**src/rtl/edge_evt_pkg.sv**
```systemverilog
// Shared definitions for the edge event arbiter: default requester count,
// event-id width helper and the id type used by consumers of the channel.
package edge_evt_pkg;

  localparam int N_REQ_DEFAULT = 4;

  // Width of an index into n requesters; never narrower than one bit.
  function automatic int id_width(input int n);
    return (n > 1) ? $clog2(n) : 1;
  endfunction

  typedef logic [id_width(N_REQ_DEFAULT)-1:0] evt_id_t;

endpackage

```
**src/rtl/rise_edge_sync.sv**
```systemverilog
// One-bit synchronizer for an asynchronous level input, with a single-cycle
// rise indication derived from the two settled stages.
module rise_edge_sync (
  input  logic clk,
  input  logic rst,
  input  logic d,
  output logic rise
);

  logic sync1;
  logic sync2;
  logic sync3;

  // Stages 1-2 absorb metastability; stage 3 remembers the previous settled value.
  // NOTE: non-blocking assignments let each stage capture the previous stage's
  // pre-edge value, giving a true shift register regardless of statement order.
  always_ff @(posedge clk or posedge rst) begin
    if (rst) begin
      sync1 <= 1'b0;
      sync2 <= 1'b0;
      sync3 <= 1'b0;
    end else begin
      sync1 <= d;
      sync2 <= sync1;
      sync3 <= sync2;
    end
  end

  // sync3 clears in reset, so a level held high across reset release counts once.
  assign rise = sync2 & ~sync3;

endmodule

```
**src/rtl/edge_event_arbiter.sv**
```systemverilog
// Turns rising edges on N_REQ asynchronous level inputs into pending events and
// grants them one at a time, round-robin, onto a single valid/ready channel.
module edge_event_arbiter
  import edge_evt_pkg::*;
#(
  parameter  int N_REQ = N_REQ_DEFAULT,
  localparam int ID_W  = id_width(N_REQ)
) (
  input  logic             clk,
  input  logic             rst,
  input  logic [N_REQ-1:0] req_in,
  output logic             evt_valid,
  output logic [ID_W-1:0]  evt_id,
  input  logic             evt_ready,
  output logic [N_REQ-1:0] pend,
  output logic [N_REQ-1:0] overflow,
  input  logic             ovf_clr
);

  // Result of a round-robin search over the pending bits.
  typedef struct packed {
    logic            found;
    logic [ID_W-1:0] id;
  } pick_t;

  // First set bit of req, searching upward from start and wrapping at N_REQ.
  function automatic pick_t rr_pick(input logic [N_REQ-1:0] req,
                                    input logic [ID_W-1:0]  start);
    pick_t p;
    int    idx;
    p.found = 1'b0;
    p.id    = '0;
    for (int k = 0; k < N_REQ; k++) begin
      idx = (int'(start) + k) % N_REQ;
      if (!p.found && req[idx]) begin
        p.found = 1'b1;
        p.id    = ID_W'(idx);
      end
    end
    return p;
  endfunction

  generate
    if (N_REQ < 2 || N_REQ > 16) begin : g_bad_param
      $error("edge_event_arbiter: N_REQ must be within 2..16");
    end
  endgenerate

  logic [N_REQ-1:0] rise;
  logic [N_REQ-1:0] grant;
  logic [N_REQ-1:0] ovf_set;
  logic [ID_W-1:0]  rr_ptr;
  logic [ID_W-1:0]  ptr_next;
  logic             load;
  pick_t            pick;

  for (genvar i = 0; i < N_REQ; i++) begin : g_sync
    rise_edge_sync u_sync (
      .clk  (clk),
      .rst  (rst),
      .d    (req_in[i]),
      .rise (rise[i])
    );
  end

  // The output register may take a new event when empty or being drained.
  assign load = !evt_valid || evt_ready;
  assign pick = rr_pick(pend, rr_ptr);
  assign ptr_next = (int'(pick.id) == N_REQ - 1) ? '0 : pick.id + 1'b1;

  // One-hot mask of the requester handed to the output register this cycle.
  // NOTE: the default assignment before the conditional keeps this purely
  // combinational; without it grant would need to hold and infer a latch.
  always_comb begin
    grant = '0;
    if (load && pick.found) begin
      grant[pick.id] = 1'b1;
    end
  end

  // A rise on a still-waiting, non-granted requester collapses into one event.
  assign ovf_set = rise & pend & ~grant;

  // Pending and sticky overflow bits; a fresh rise always re-arms pend, even
  // when the same requester is being granted, and a new overflow beats ovf_clr.
  always_ff @(posedge clk or posedge rst) begin
    if (rst) begin
      pend     <= '0;
      overflow <= '0;
    end else begin
      pend     <= (pend & ~grant) | rise;
      overflow <= ovf_set | (ovf_clr ? '0 : overflow);
    end
  end

  // Output register and round-robin pointer; contents hold under backpressure.
  always_ff @(posedge clk or posedge rst) begin
    if (rst) begin
      evt_valid <= 1'b0;
      evt_id    <= '0;
      rr_ptr    <= '0;
    end else if (load) begin
      if (pick.found) begin
        evt_valid <= 1'b1;
        evt_id    <= pick.id;
        rr_ptr    <= ptr_next;
      end else begin
        evt_valid <= 1'b0;
      end
    end
  end

endmodule
```
**config.mk**
```make
export PLATFORM = sky130hd
export DESIGN_NAME = edge_event_arbiter
export DESIGN_NICKNAME = d
export VERILOG_FILES = /design/src/rtl/edge_evt_pkg.sv /design/src/rtl/rise_edge_sync.sv /design/src/rtl/edge_event_arbiter.sv
export SDC_FILE = /design/constraint.sdc
export NUM_CORES = 1
export LEC_CHECK = 0
export BUFFER_PORTS_ARGS = -buffer_cell sky130_fd_sc_hd__clkbuf_2
export CAP_MARGIN = 20
export CORE_ASPECT_RATIO = 0.8
export CORE_UTILIZATION = 32
export CTS_CLUSTER_SIZE = 40
export DETAILED_ROUTE_END_ITERATION = 12
export PLACE_DENSITY = 0.55
export SETUP_SLACK_MARGIN = 0.02
export SLEW_MARGIN = 20
export SYNTH_ARGS = -nofsm -noshare
export SYNTH_HDL_FRONTEND = slang
export SYNTH_SLANG_ARGS = --single-unit
```
**constraint.sdc**
```tcl
create_clock -name clk -period 2.8 [get_ports clk]
set_clock_uncertainty 0.1 [all_clocks]
set_input_delay 0.28 -clock clk [delete_from_list [all_inputs] [get_ports clk]]
set_output_delay 0.28 -clock clk [all_outputs]
set_load 0.03 [all_outputs]
```
### Word level (Yosys, flattened, before mapping)

Index checks and enable logic that the tools add are counted.

| word-level totals | value |
|---|---|
| word-level logic and storage cells | 80 |
| input bits | 8 |
| flip-flop bits (word level) | 25 |
| output and inout port bits | 11 |

| cells by class | value |
|---|---|
| multiplexer cells | 21 |
| $lt $le $gt $ge | 6 |
| reductions and logical operators | 14 |
| bitwise gates (word level) | 17 |
| eq/ne operators | 1 |
| $add $sub $neg | 4 |

Operators with widths:

| cell | number |
|---|---|
| AND 4 bit | 3 |
| < comparator 3 x 4 -> 1 bit, second input constant | 3 |
| two-way mux 3 bit | 4 |
| two-way mux 1 bit | 9 |
| binary-select mux 1 bit (select 2 bit) | 4 |
| two-way mux 4 bit | 2 |
| OR 4 bit | 2 |
| < comparator 2 x 3 -> 1 bit, second input constant | 2 |
| OR reduction 2 bit | 3 |
| logical AND 1 bit | 5 |
| adder 2 x 1 -> 2 bit, second input constant | 2 |
| adder 2 bit, second input constant | 2 |
| AND 1 bit | 4 |
| zero test 1 bit | 4 |
| inverter 1 bit | 4 |
| inverter 4 bit | 1 |
| AND 1 bit, first input constant | 3 |
| demux 1 bit (select 2 bit) | 1 |
| == test 2 x 1 -> 1 bit, second input constant | 1 |
| greater-or-equal comparator 2 x 1 -> 1 bit, second input constant | 1 |
| two-way mux 2 bit | 1 |
| AND reduction 2 bit | 1 |
| logical OR 1 bit | 1 |

### Depth between registers and ports, before layout

Gate-level depths: netlist of the first run.

| depth | value |
|---|---|
| depth in word-level cells | 22 |
| mapped depth | 7 |
| depth with buffers taken out | 7 |

### Hierarchy

A second synthesis of the first run with hierarchy kept.

| unflattened totals | value |
|---|---|
| cells, all modules | 84 |
| area total of the unflattened synthesis | 1067.3 sq um |

Modules (own cells, without submodules):

| module | cells each | sequential area each (sq um) | times used | area an instance (sq um) |
|---|---|---|---|---|
| edge_event_arbiter | 64 | 325.3 | 1 | 696.9 |
| rise_edge_sync | 5 | 75.1 | 4 | 92.6 |

### Worst setup path after synthesis of the first run

No wires, ideal clock.

| timing | value |
|---|---|
| kind | flip-flop to flip-flop |
| start | register pend[3] |
| end | register overflow[3] |
| setup slack | 0.911 ns |
| cell stages (with the launch flop) | 8 |
| setup time | 0.134 ns |
| path buffers | 0 |
| arrival time | 1.656 ns |
| required time | 2.566 ns |
| clock period less this slack | 1.889 ns |
| cell sequence | dfrtp_1 > and2b_2 > o21ai_1 > and3_1 > ha_1 > inv_1 > o21ai_0 > o22ai_1 |

RTL lines:

| what | RTL line | source |
|---|---|---|
| from (decl) | edge_event_arbiter.sv:15 | `output logic [N_REQ-1:0] pend,` |
| from (signal assigned) | edge_event_arbiter.sv:91 | `pend <= (pend & ~grant) \| rise;` |
| to (signal assigned) | edge_event_arbiter.sv:92 | `overflow <= ovf_set \| (ovf_clr ? '0 : overflow);` |
| to (decl) | edge_event_arbiter.sv:16 | `output logic [N_REQ-1:0] overflow,` |

### Final worst setup path of the first run

| timing | value |
|---|---|
| start | register pend[2] |
| end | register overflow[0] |

| on the way | value |
|---|---|
| cells in the longest elaborated chain, start to end | 20 |
| elaborated cells on any way between the ends | 31 |
| those cells by class | order compare (2); mux (18); bitwise (3); reduce/logical (8) |

RTL lines:

| what | RTL line | source |
|---|---|---|
| binary-select mux 1 bit (select 2 bit) | edge_event_arbiter.sv:35 | `if (!p.found && req[idx]) begin` |
| two-way mux 1 bit (not written as such) | edge_event_arbiter.sv:35 |  |
| two-way mux 3 bit | edge_event_arbiter.sv:35 |  |
| zero test 1 bit | edge_event_arbiter.sv:35 |  |
| logical AND 1 bit | edge_event_arbiter.sv:35 |  |
| two-way mux 3 bit | edge_event_arbiter.sv:35 |  |
| zero test 1 bit | edge_event_arbiter.sv:35 |  |
| logical AND 1 bit | edge_event_arbiter.sv:35 |  |
| (+4 left out) | - |  |
| < comparator 2 x 3 -> 1 bit (not written as such) or greater-or-equal comparator 2 x 1 -> 1 bit (tied branches) | edge_event_arbiter.sv:77 | `grant[pick.id] = 1'b1;` |
| logical AND 1 bit (not written as such) | edge_event_arbiter.sv:77 |  |
| two-way mux 1 bit (not written as such) | edge_event_arbiter.sv:77 |  |
| demux 1 bit (select 2 bit) | edge_event_arbiter.sv:77 |  |
| two-way mux 4 bit * | edge_event_arbiter.sv:76 | `if (load && pick.found) begin` |
| inverter 4 bit * | edge_event_arbiter.sv:82 | `assign ovf_set = rise & pend & ~grant;` |
| AND 4 bit * | edge_event_arbiter.sv:82 |  |
| OR 4 bit * | edge_event_arbiter.sv:92 |  |

Mark *: on every way between the ends. The rest lies on a longest branch, timed or not. The select of a mux whose other input is x is not followed.
A chain may end at the register's enable or synchronous reset.

==> results.sh, run 1 <==
export IMPL_wl_per_cell_um=11.1
export IMPL_cts_buffer_depth=2
export IMPL_ir_drop_mv=0.491
export IMPL_initial_core_util_pct=34.6
export IMPL_fin_crit_ps=1990
export IMPL_yosysUniqueCellTypes=24
export IMPL_grt_pass1_wl_mm=2.83
export IMPL_grt_pass1_vias=623
export IMPL_drive_above_1_share_pct=24.1
export IMPL_status="completed"
export IMPL_cts_root_buffer="clkbuf_8"
export IMPL_hpwlAfterDp_mm=1.23
export IMPL_grt_max_degree=26
export IMPL_p_leak_uw=0.000576
export IMPL_row_count=17
export IMPL_rrSetupSlack_ps=810
export IMPL_portBuffers=18
export IMPL_synth_nets=94
export IMPL_reg2regPathDepth=7
export IMPL_r2r_end="overflow[0]"
export IMPL_crit_chain="nor2b_1 -> a311oi_1 -> or2_1 -> ha_1 -> inv_1 -> o21ai_0 -> o22ai_1"
export IMPL_period_share_pct=71.2
export IMPL_area_growth_pct=23.3
export IMPL_power_density_mw_per_mm2=1030
export IMPL_tightest_slew_ps=909
export IMPL_hold_class="in2async"
export IMPL_core_mm2=0.00283
export IMPL_viasPerCell=4.75
export IMPL_cts_tree="done"
export IMPL_critical_path_max_stage_delay_ps=470
export IMPL_fp_dieArea_mm2=0.00328
export IMPL_insertion_delay_ps=270
export IMPL_clk_pin_slew_worst_paths_ps=90
export IMPL_vias=694
export IMPL_maxSlewHeadroom_pct=39.3
export IMPL_fin_nets=121
export IMPL_drt_pass1_iter_count=4
export IMPL_die_w_um=63.8
export IMPL_htree_levels=1
export IMPL_yosysMostFrequentCell="dfrtp_1"
export IMPL_arrival_ps=2040
export IMPL_gp_congestion=0.851
export IMPL_syn_inst=82
export IMPL_synth_edf_count=0
export IMPL_synth_common_cells="dfrtp_1 (25), inv_1 (9), nand2_1 (7), nand2b_1 (7), o21ai_0 (5)"
export IMPL_critPathLaunch="pend[2]"
export IMPL_diodes=0
export IMPL_worstPathMaxFanout=7
export IMPL_setup_ws_ps=808
export IMPL_path_class="reg2reg"
export IMPL_r2r_start="pend[2]"
export IMPL_die_h_um=51.5
export IMPL_ys_ff_latch=25
export IMPL_setup_tns_ps=0
export IMPL_crit_required_ps=2840
export IMPL_drt_total_wl_mm=1.62
export IMPL_grtUsageTotal_pct=11.5
export IMPL_endpoint_kind="flop"
export IMPL_drt_iter0_drc=83
export IMPL_dp_slack_ps=852
export IMPL_synth_top_cell_area_share_pct=63.9
export IMPL_antenna_found_initial=0
export IMPL_synth_top_area_cell="dfrtp_1"
export IMPL_cts_buffers=3
export IMPL_slowest_stage="dfrtp_1"
export IMPL_rsz0062_at_grt="no"
export IMPL_setup_worst_path_start_class="flop"
export IMPL_setup_violations=0
export IMPL_drc_errors=0
export IMPL_timing_hold_violations_final=0
export IMPL_yosys_warnings=0
export IMPL_ant_nets=0
export IMPL_overflow=0
export IMPL_syn_cell_area_um2=978
export IMPL_avgSynthCellArea_um2=11.9
export IMPL_yosysSeqAreaShare_pct=63.9
export IMPL_synth_ff_type="dfrtp_1"
export IMPL_drv_cap=0
export IMPL_pin_count=19
export IMPL_fmax_mhz=502
export IMPL_synthArstFlopShare_pct=100
export IMPL_synth_area_top_cells="dfrtp_1 (64%), ha_1 (5.1%), nand2b_1 (4.5%)"
export IMPL_clkSinkCount=25
export IMPL_drv_slew=0
==> cells in the final DEF (no fill, tap or decap), types with 2 or more instances in the layout <==
cell type and n:
a21o_1 2, a21oi_1 2, clkbuf_2 18, clkbuf_8 3, dfrtp_1 25, dlygate4sd3_1 4
ha_1 4, inv_1 9, nand2_1 7, nand2b_1 7, nand3_1 2, nor2b_1 2
o21ai_0 5, o22ai_1 4
==> critical path: cells and delay by family, from the launching register on <==
kind                     cells  cell delay (ps)
AO/OA/AOI/OAI                3              750
adder cells (fa/ha/maj)      1              150
buffers and inverters        1               30
flip-flops                   1              470
AND/OR/NAND/NOR              2              370
==> per-layer routing <==
metal  global-route usage (%)  routed length (um)
met1                     16.1                 795
met2                     16.3                 684
met3                     4.46                 121
met4                     3.41                  13
met5                        0                   0
==> layout make-up <==
cell class | instances | area [um^2]
clock buffers | 3 | 41.3
inverters | 9 | 33.8
well taps | 38 | 47.5
fillers | 279 | 1620
flip-flops and latches | 25 | 626
repair buffers | 22 | 130
clock inverters | 1 | 8.76
multi-input cells | 48 | 319
==> worst max-delay path by stage <==
stage | end | slack (ps) | cells after the start
after floorplan | overflow[3] | 910 | 7
after global placement | overflow[0] | 840 | 7
after detailed placement | overflow[0] | 850 | 7
after CTS | overflow[0] | 820 | 7
after global routing | overflow[0] | 670 | 7
final | overflow[0] | 810 | 7
==> power breakdown <==
part / total (uW) / internal (uW) / leakage, uW / switching, uW
registers: 523 / 444 / 0.000289 / 79.0
logic: 504 / 185 / 0.000261 / 319
clock network: 219 / 104 / 0.0000261 / 115
total: 1250 / 732 / 0.000576 / 513
==> state kept, by name, indices dropped and copies added (netlist names) <==
| register | cells |
|---|---|
| g_sync.u_sync.sync1 | 4 |
| g_sync.u_sync.sync2 | 4 |
| evt_valid | 1 |
| pend | 4 |
| overflow | 4 |
| evt_id | 2 |
| g_sync.u_sync.sync3 | 4 |
| rr_ptr | 2 |
==> what timing repair did <==
item / in CTS / in global routing
hold buffers: 3 / 1
gates resized for setup: 0 / 0
setup buffers: 0 / 0
hold endpoints to repair: 3 / 1
==> per-stage QoR <==
| step | hold WS, ps | instance area, um^2 | util [%] | power [uW] | std cells |
|---|---|---|---|---|---|
| 3_3_place_gp | 233 | 1120 | 39.5 | 1030 | 138 |
| 4_1_cts | 9.12 | 1200 | 42.3 | 1260 | 145 |
| 2_1_floorplan | 207 | 978 | - | 893 | 82 |
| 5_1_grt | 159 | 1210 | 42.6 | 1340 | 146 |
| 3_5_place_dp | 236 | 1120 | 39.5 | 1030 | 138 |
| 6_report | 71.1 | 1210 | 42.6 | 1250 | 146 |
==> cells by family (layout without fill, tap and decap cells) <==
kind of cell,count (synthesis),count (layout),synth area share [%]
flip-flops,25,25,63.9
AND/OR/NAND/NOR,25,25,14.5
AO/OA/AOI/OAI,19,19,13.0
buffers and inverters,9,35,3.45
adder cells (fa/ha/maj),4,4,5.12
No activity file was read; power rests on OpenSTA's default activity.
==> inputs of run 2 (changes only) <==
Settings changed: ABC_AREA from default to 1, PLACE_DENSITY 0.55 to 0.56.
Clock period 2.8 ns to 1.6 ns, I/O delays scaled along.
==> run 2 against run 1 <==
The run now ends with setup timing left. Non-clock buffer count is 33 higher. Critical path depth is 6 higher. Cell count is 64% higher. Register-to-register slack worse by 1200 ps. Via count is 55% higher. Area after synthesis is 24% higher. Flip-flop and latch count stayed put. Wire length is 68% higher. Die area is 23% higher. Largest cell class unchanged. Worst hold slack better by 12 ps. First-iteration DRC count is 41% lower. Maximum frequency is 0.69% higher.
==> results.sh, run 2 <==
export IMPL_status="complete, but fails checks"
export IMPL_violations="setup timing"
export IMPL_syn_inst=141
export IMPL_fin_nets=211
export IMPL_cts_root_buffer="clkbuf_8"
export IMPL_wl_per_cell_um=11.3
export IMPL_cts_tree="done"
export IMPL_path_class="reg2reg"
export IMPL_final_cells=240
export IMPL_grtUsageTotal_pct=14.2
export IMPL_gp_congestion=0.799
export IMPL_synth_top_cell_area_share_pct=51.7
export IMPL_cts_buffer_depth=2
export IMPL_grt_max_degree=26
export IMPL_period_share_pct=124
export IMPL_diodes=0
export IMPL_synth_nets=153
export IMPL_synth_ff_type="dfrtp_1"
export IMPL_vias=1079
export IMPL_insertion_delay_ps=260
export IMPL_grt_pass1_vias=1062
export IMPL_ant_nets=0
export IMPL_ys_ff_latch=25
export IMPL_setup_tns_ps=-3920
export IMPL_antenna_found_initial=0
export IMPL_avgSynthCellArea_um2=8.59
export IMPL_hold_class="in2reg"
export IMPL_fmax_mhz=505
export IMPL_viasPerCell=4.50
export IMPL_endpoint_kind="flop"
export IMPL_dp_cells=225
export IMPL_drive_above_1_share_pct=56.6
export IMPL_htree_levels=1
export IMPL_maxSlewHeadroom_pct=78.9
export IMPL_hpwlAfterDp_mm=1.91
export IMPL_setup_violations=13
export IMPL_synth_top_area_cell="dfrtp_1"
export IMPL_cts_buffers=3
export IMPL_die_w_um=70.8
export IMPL_fin_crit_ps=1980
export IMPL_synth_area_top_cells="dfrtp_1 (52%), nand2_1 (15%), inv_1 (6.8%)"
export IMPL_area_growth_pct=53.5
export IMPL_yosysUniqueCellTypes=17
export IMPL_timing_hold_violations_final=0
export IMPL_layout_common_cells="nand2_1 (36), buf_4 (24), dfrtp_1 (21)"
export IMPL_reg2regPathDepth=13
export IMPL_arrival_ps=2040
export IMPL_fp_dieArea_mm2=0.00404
export IMPL_setup_ws_ps=-379
export IMPL_synthArstFlopShare_pct=100
export IMPL_drc_errors=0
export IMPL_worstPathMaxFanout=6
export IMPL_dp_slack_ps=-415
export IMPL_crit_required_ps=1660
export IMPL_tightest_slew_ps=316
export IMPL_drt_iter0_drc=49
export IMPL_hold_path_depth=4
export IMPL_grt_pass1_wl_mm=4.47
export IMPL_clk_pin_slew_worst_paths_ps=90
export IMPL_drv_cap=0
export IMPL_pin_count=19
export IMPL_clkSinkCount=25
export IMPL_portBuffers=18
export IMPL_synth_edf_count=0
export IMPL_overflow=0
export IMPL_row_count=19
export IMPL_drt_total_wl_mm=2.71
export IMPL_syn_cell_area_mm2=0.00121
export IMPL_yosysSeqAreaShare_pct=51.7
export IMPL_layout_commonest_cell="nand2_1"
export IMPL_synth_common_cells="nand2_1 (48), dfrtp_1 (25), inv_1 (22), nand3_1 (10), nand2_2 (8)"
export IMPL_initial_core_util_pct=34.4
export IMPL_yosysMostFrequentCell="nand2_1"
export IMPL_drt_pass1_iter_count=6
export IMPL_yosys_warnings=0
export IMPL_rsz0062_at_grt="yes"
export IMPL_setup_worst_path_start_class="flop"
export IMPL_die_h_um=57.0
export IMPL_drv_slew=0
export IMPL_core_mm2=0.00352
## run 2: cell types whose count changed after synthesis, moves of 3 or more
cell / before / now
nand2b_1: 7 / 0
o22ai_1: 4 / 0
nand2_2: 0 / 8
inv_1: 9 / 22
nor2_1: 1 / 4
o21ai_2: 0 / 5
nand2_1: 7 / 48
nand3_1: 2 / 10
## run 2: layout make-up
class,count,area [um^2]
Fill cell,333,1660
Sequential cell,25,631
Multi-Input combinational cell,91,617
Timing Repair Buffer,55,419
Inverter,23,93.8
Tap cell,42,52.6
Clock buffer,3,41.3
Clock inverter,1,5.00
## run 2: final timing paths
| kind | start | to | slack [ps] |
|---|---|---|---|
| min in group asynchronous | rst | g_sync[3].u_sync.sync1 | 360 |
| worst max register to register | rr_ptr[0] | overflow[0] | -380 |
| worst min-delay path | ovf_clr | overflow[0] | 80 |
| worst max-delay path | rr_ptr[0] | overflow[0] | -380 |
| worst min register to register | g_sync[3].u_sync.sync1 | g_sync[3].u_sync.sync2 | 260 |
| max in group asynchronous | rst | pend[1] | 780 |
## run 2: per-stage QoR
step | instance area [um^2] | hold WS, ps | util (%)
global placement | 1550 | 99.3 | 44.0
global route | 1860 | 93.9 | 52.8
floorplan | 1230 | 87.0 | -
finish | 1860 | 83.1 | 52.8
CTS | 1750 | 85.2 | 49.6
detailed placement | 1550 | 110 | 44.0
## run 2: cells by family after synthesis
group                    count (synthesis)  synth area share (%)
AO/OA/AOI/OAI                           13                  6.92
buffers and inverters                   25                  9.71
adder cells (fa/ha/maj)                  4                  4.13
AND/OR/NAND/NOR                         74                  27.6
flip-flops                              25                  51.7
## run 2: layer usage
metal	GRT usage, %	wire length [um]
met4	5.14	36
met5	0	0
met3	2.12	56
met1	18.4	1310
met2	24.6	1310
## run 2: worst max-delay path: stages, from the launching register on
cell and delay, ps:
dfrtp_1 430, buf_6 160, nand2_4 50, nand2_2 80, nand2_4 90, nand2_2 70
nor2_4 150, nand3_2 120, nand3_2 120, buf_6 110, ha_1 160, inv_2 50
o21ai_1 120, nand2_1 60
## run 2: repair_timing
| action | 4_1_cts | 5_1_grt |
|---|---|---|
| endpoints found under the setup margin | 13 | 13 |
| resized for setup | 25 | 23 |
| pin swaps | 17 | 11 |
| endpoints found under the hold margin | 29 | 0 |
| hold buffers | 5 | 0 |
| setup buffers | 4 | 7 |
Power of run 2 is left out: the tool's default activity adds up to more than one toggle a clock period on the data nets, which glitch-free logic cannot reach.
==> inputs of run 3 (changes only) <==
Settings changed: CORE_ASPECT_RATIO 0.8 to default, CORE_UTILIZATION 32 to 45, PLACE_DENSITY 0.56 to 0.7.
Clock period 1.6 ns to 2.2 ns, I/O delays scaled along.
==> run 3 against run 2 <==
Count of clock-buffer cells in the layout is 1 higher. Cell area is 24% lower. Worst hold slack worse by 14 ps. Worst setup slack better by 520 ps. Largest cell class unchanged. Critical path depth rose by 1. Via count fell by 11%. Global-route usage grew 2.9 points. Non-clock buffer count down 29. Die area shrank 28%. Cell count decreased by 17%. Wire length shrank 22%. Flip-flop and latch count stayed put. The run now ends clean.
==> results.sh, run 3 (synthesis gave the netlist of run 2 again) <==
export IMPL_fin_nets=182
export IMPL_fmax_mhz=485
export IMPL_grt_max_degree=26
export IMPL_hold_class="in2reg"
export IMPL_pin_count=19
export IMPL_drv_cap=0
export IMPL_crit_required_ps=2310
export IMPL_htree_levels=1
export IMPL_drt_pass1_iter_count=4
export IMPL_tightest_slew_ps=310
export IMPL_drv_slew=0
export IMPL_endpoint_kind="flop"
export IMPL_layout_common_cells="nand2_1 (48), dfrtp_1 (25), inv_1 (21)"
export IMPL_setup_worst_path_start_class="flop"
export IMPL_gp_congestion=0.875
export IMPL_fin_crit_ps=2060
export IMPL_status="completed"
export IMPL_drt_iter0_drc=22
export IMPL_viasPerCell=4.82
export IMPL_cts_root_buffer="clkbuf_4"
export IMPL_hpwlAfterDp_mm=1.58
export IMPL_grt_pass1_wl_mm=3.51
export IMPL_clkSinkCount=25
export IMPL_fillers=230
export IMPL_path_class="reg2reg"
export IMPL_insertion_delay_ps=310
export IMPL_worstPathMaxFanout=6
export IMPL_drc_errors=0
export IMPL_setup_tns_ps=0
export IMPL_vias=959
export IMPL_drt_total_wl_mm=2.12
export IMPL_grtUsageTotal_pct=17.1
export IMPL_layout_commonest_cell="nand2_1"
export IMPL_r2r_start="rr_ptr[0]"
export IMPL_cts_tree="done"
export IMPL_antenna_found_initial=0
export IMPL_ant_nets=0
export IMPL_portBuffers=18
export IMPL_period_share_pct=93.7
export IMPL_rsz0062_at_grt="no"
export IMPL_clk_pin_slew_worst_paths_ps=120
export IMPL_cts_buffer_depth=2
export IMPL_min_from="ovf_clr"
export IMPL_row_count=18
export IMPL_maxSlewHeadroom_pct=79.3
export IMPL_reg2regPathDepth=14
export IMPL_r2r_end="overflow[2]"
export IMPL_fp_dieArea_mm2=0.00290
export IMPL_holdPathEnd="overflow[2]"
export IMPL_drive_above_1_share_pct=25.4
export IMPL_wl_per_cell_um=10.6
export IMPL_hold_path_depth=4
export IMPL_rrSetupSlack_ps=140
export IMPL_overflow=0
export IMPL_cts_buffers=3
export IMPL_diodes=0
export IMPL_arrival_ps=2170
export IMPL_timing_hold_violations_final=0
export IMPL_core_mm2=0.00250
export IMPL_grt_pass1_vias=822
export IMPL_die_w_um=53.9
export IMPL_initial_core_util_pct=48.4
export IMPL_area_growth_pct=16.5
export IMPL_setup_violations=0
export IMPL_die_h_um=53.9
==> run 3: cell types whose count changed in the layout (fill, tap and decap cells not counted), moves of 8 or more <==
cell,change
buf_4,-21
inv_1,+10
inv_2,-8
nand2_1,+12
nand2_2,-8
nand3_1,+8
nand3_2,-8
==> run 3: cell type report <==
class	count	area [um^2]	area share (%)
flip-flops and latches	25	626	44.3
multi-input cells	91	473	33.5
repair buffers	26	163	11.5
inverters	23	86.3	6.12
well taps	30	37.5	2.66
clock buffers	4	26.3	1.86
==> run 3: routing by layer <==
metal  GRT usage [%]  up-vias  routed length [um]
li1                -      490                   -
met2            24.3       29                 965
met3            2.54        5                  68
met1            24.8      435                1040
met5               0        -                   0
met4            9.21        0                  46
==> run 3: worst max path at each step <==
stage	startpoint	to	cells after the start
6_report	rr_ptr[0]	overflow[2]	14
5_1_grt	rr_ptr[0]	overflow[2]	14
4_1_cts	rr_ptr[0]	overflow[2]	13
3_5_place_dp	rr_ptr[0]	overflow[2]	13
3_3_place_gp	rr_ptr[0]	overflow[2]	10
2_1_floorplan	pend[0]	rr_ptr[1]	11
==> run 3: worst max-delay path, stage by stage, from the launching register on <==
cell and delay, ps:
dfrtp_1 450, buf_4 180, nand2_1 50, nand2_1 80, nand2_2 90, nand2_2 70, nor2_4 110, nand3_1 90
nand3_1 100, nand2_1 120, inv_1 100, ha_1 140, inv_1 60, o21ai_1 150, nand2_1 70
==> run 3: what timing repair did <==
item | CTS | global route
endpoints found under the hold margin | 29 | 0
setup endpoints to repair | 0 | 9
hold buffers | 5 | 0
setup buffers | 0 | 1
resized for setup | 0 | 4
==> run 3: per-stage QoR <==
step	cells	hold WS (ps)	util [%]	setup WS, ps	cell area [um^2]
6_report	199	68.9	56.5	139	1410
4_1_cts	198	64.4	56.0	65.1	1400
3_3_place_gp	189	157	52.9	209	1320
3_5_place_dp	189	167	52.9	99.6	1320
5_1_grt	199	91.5	56.5	4.48	1410
2_1_floorplan	141	147	-	272	1210
Power of run 3 is left out for the same reason.
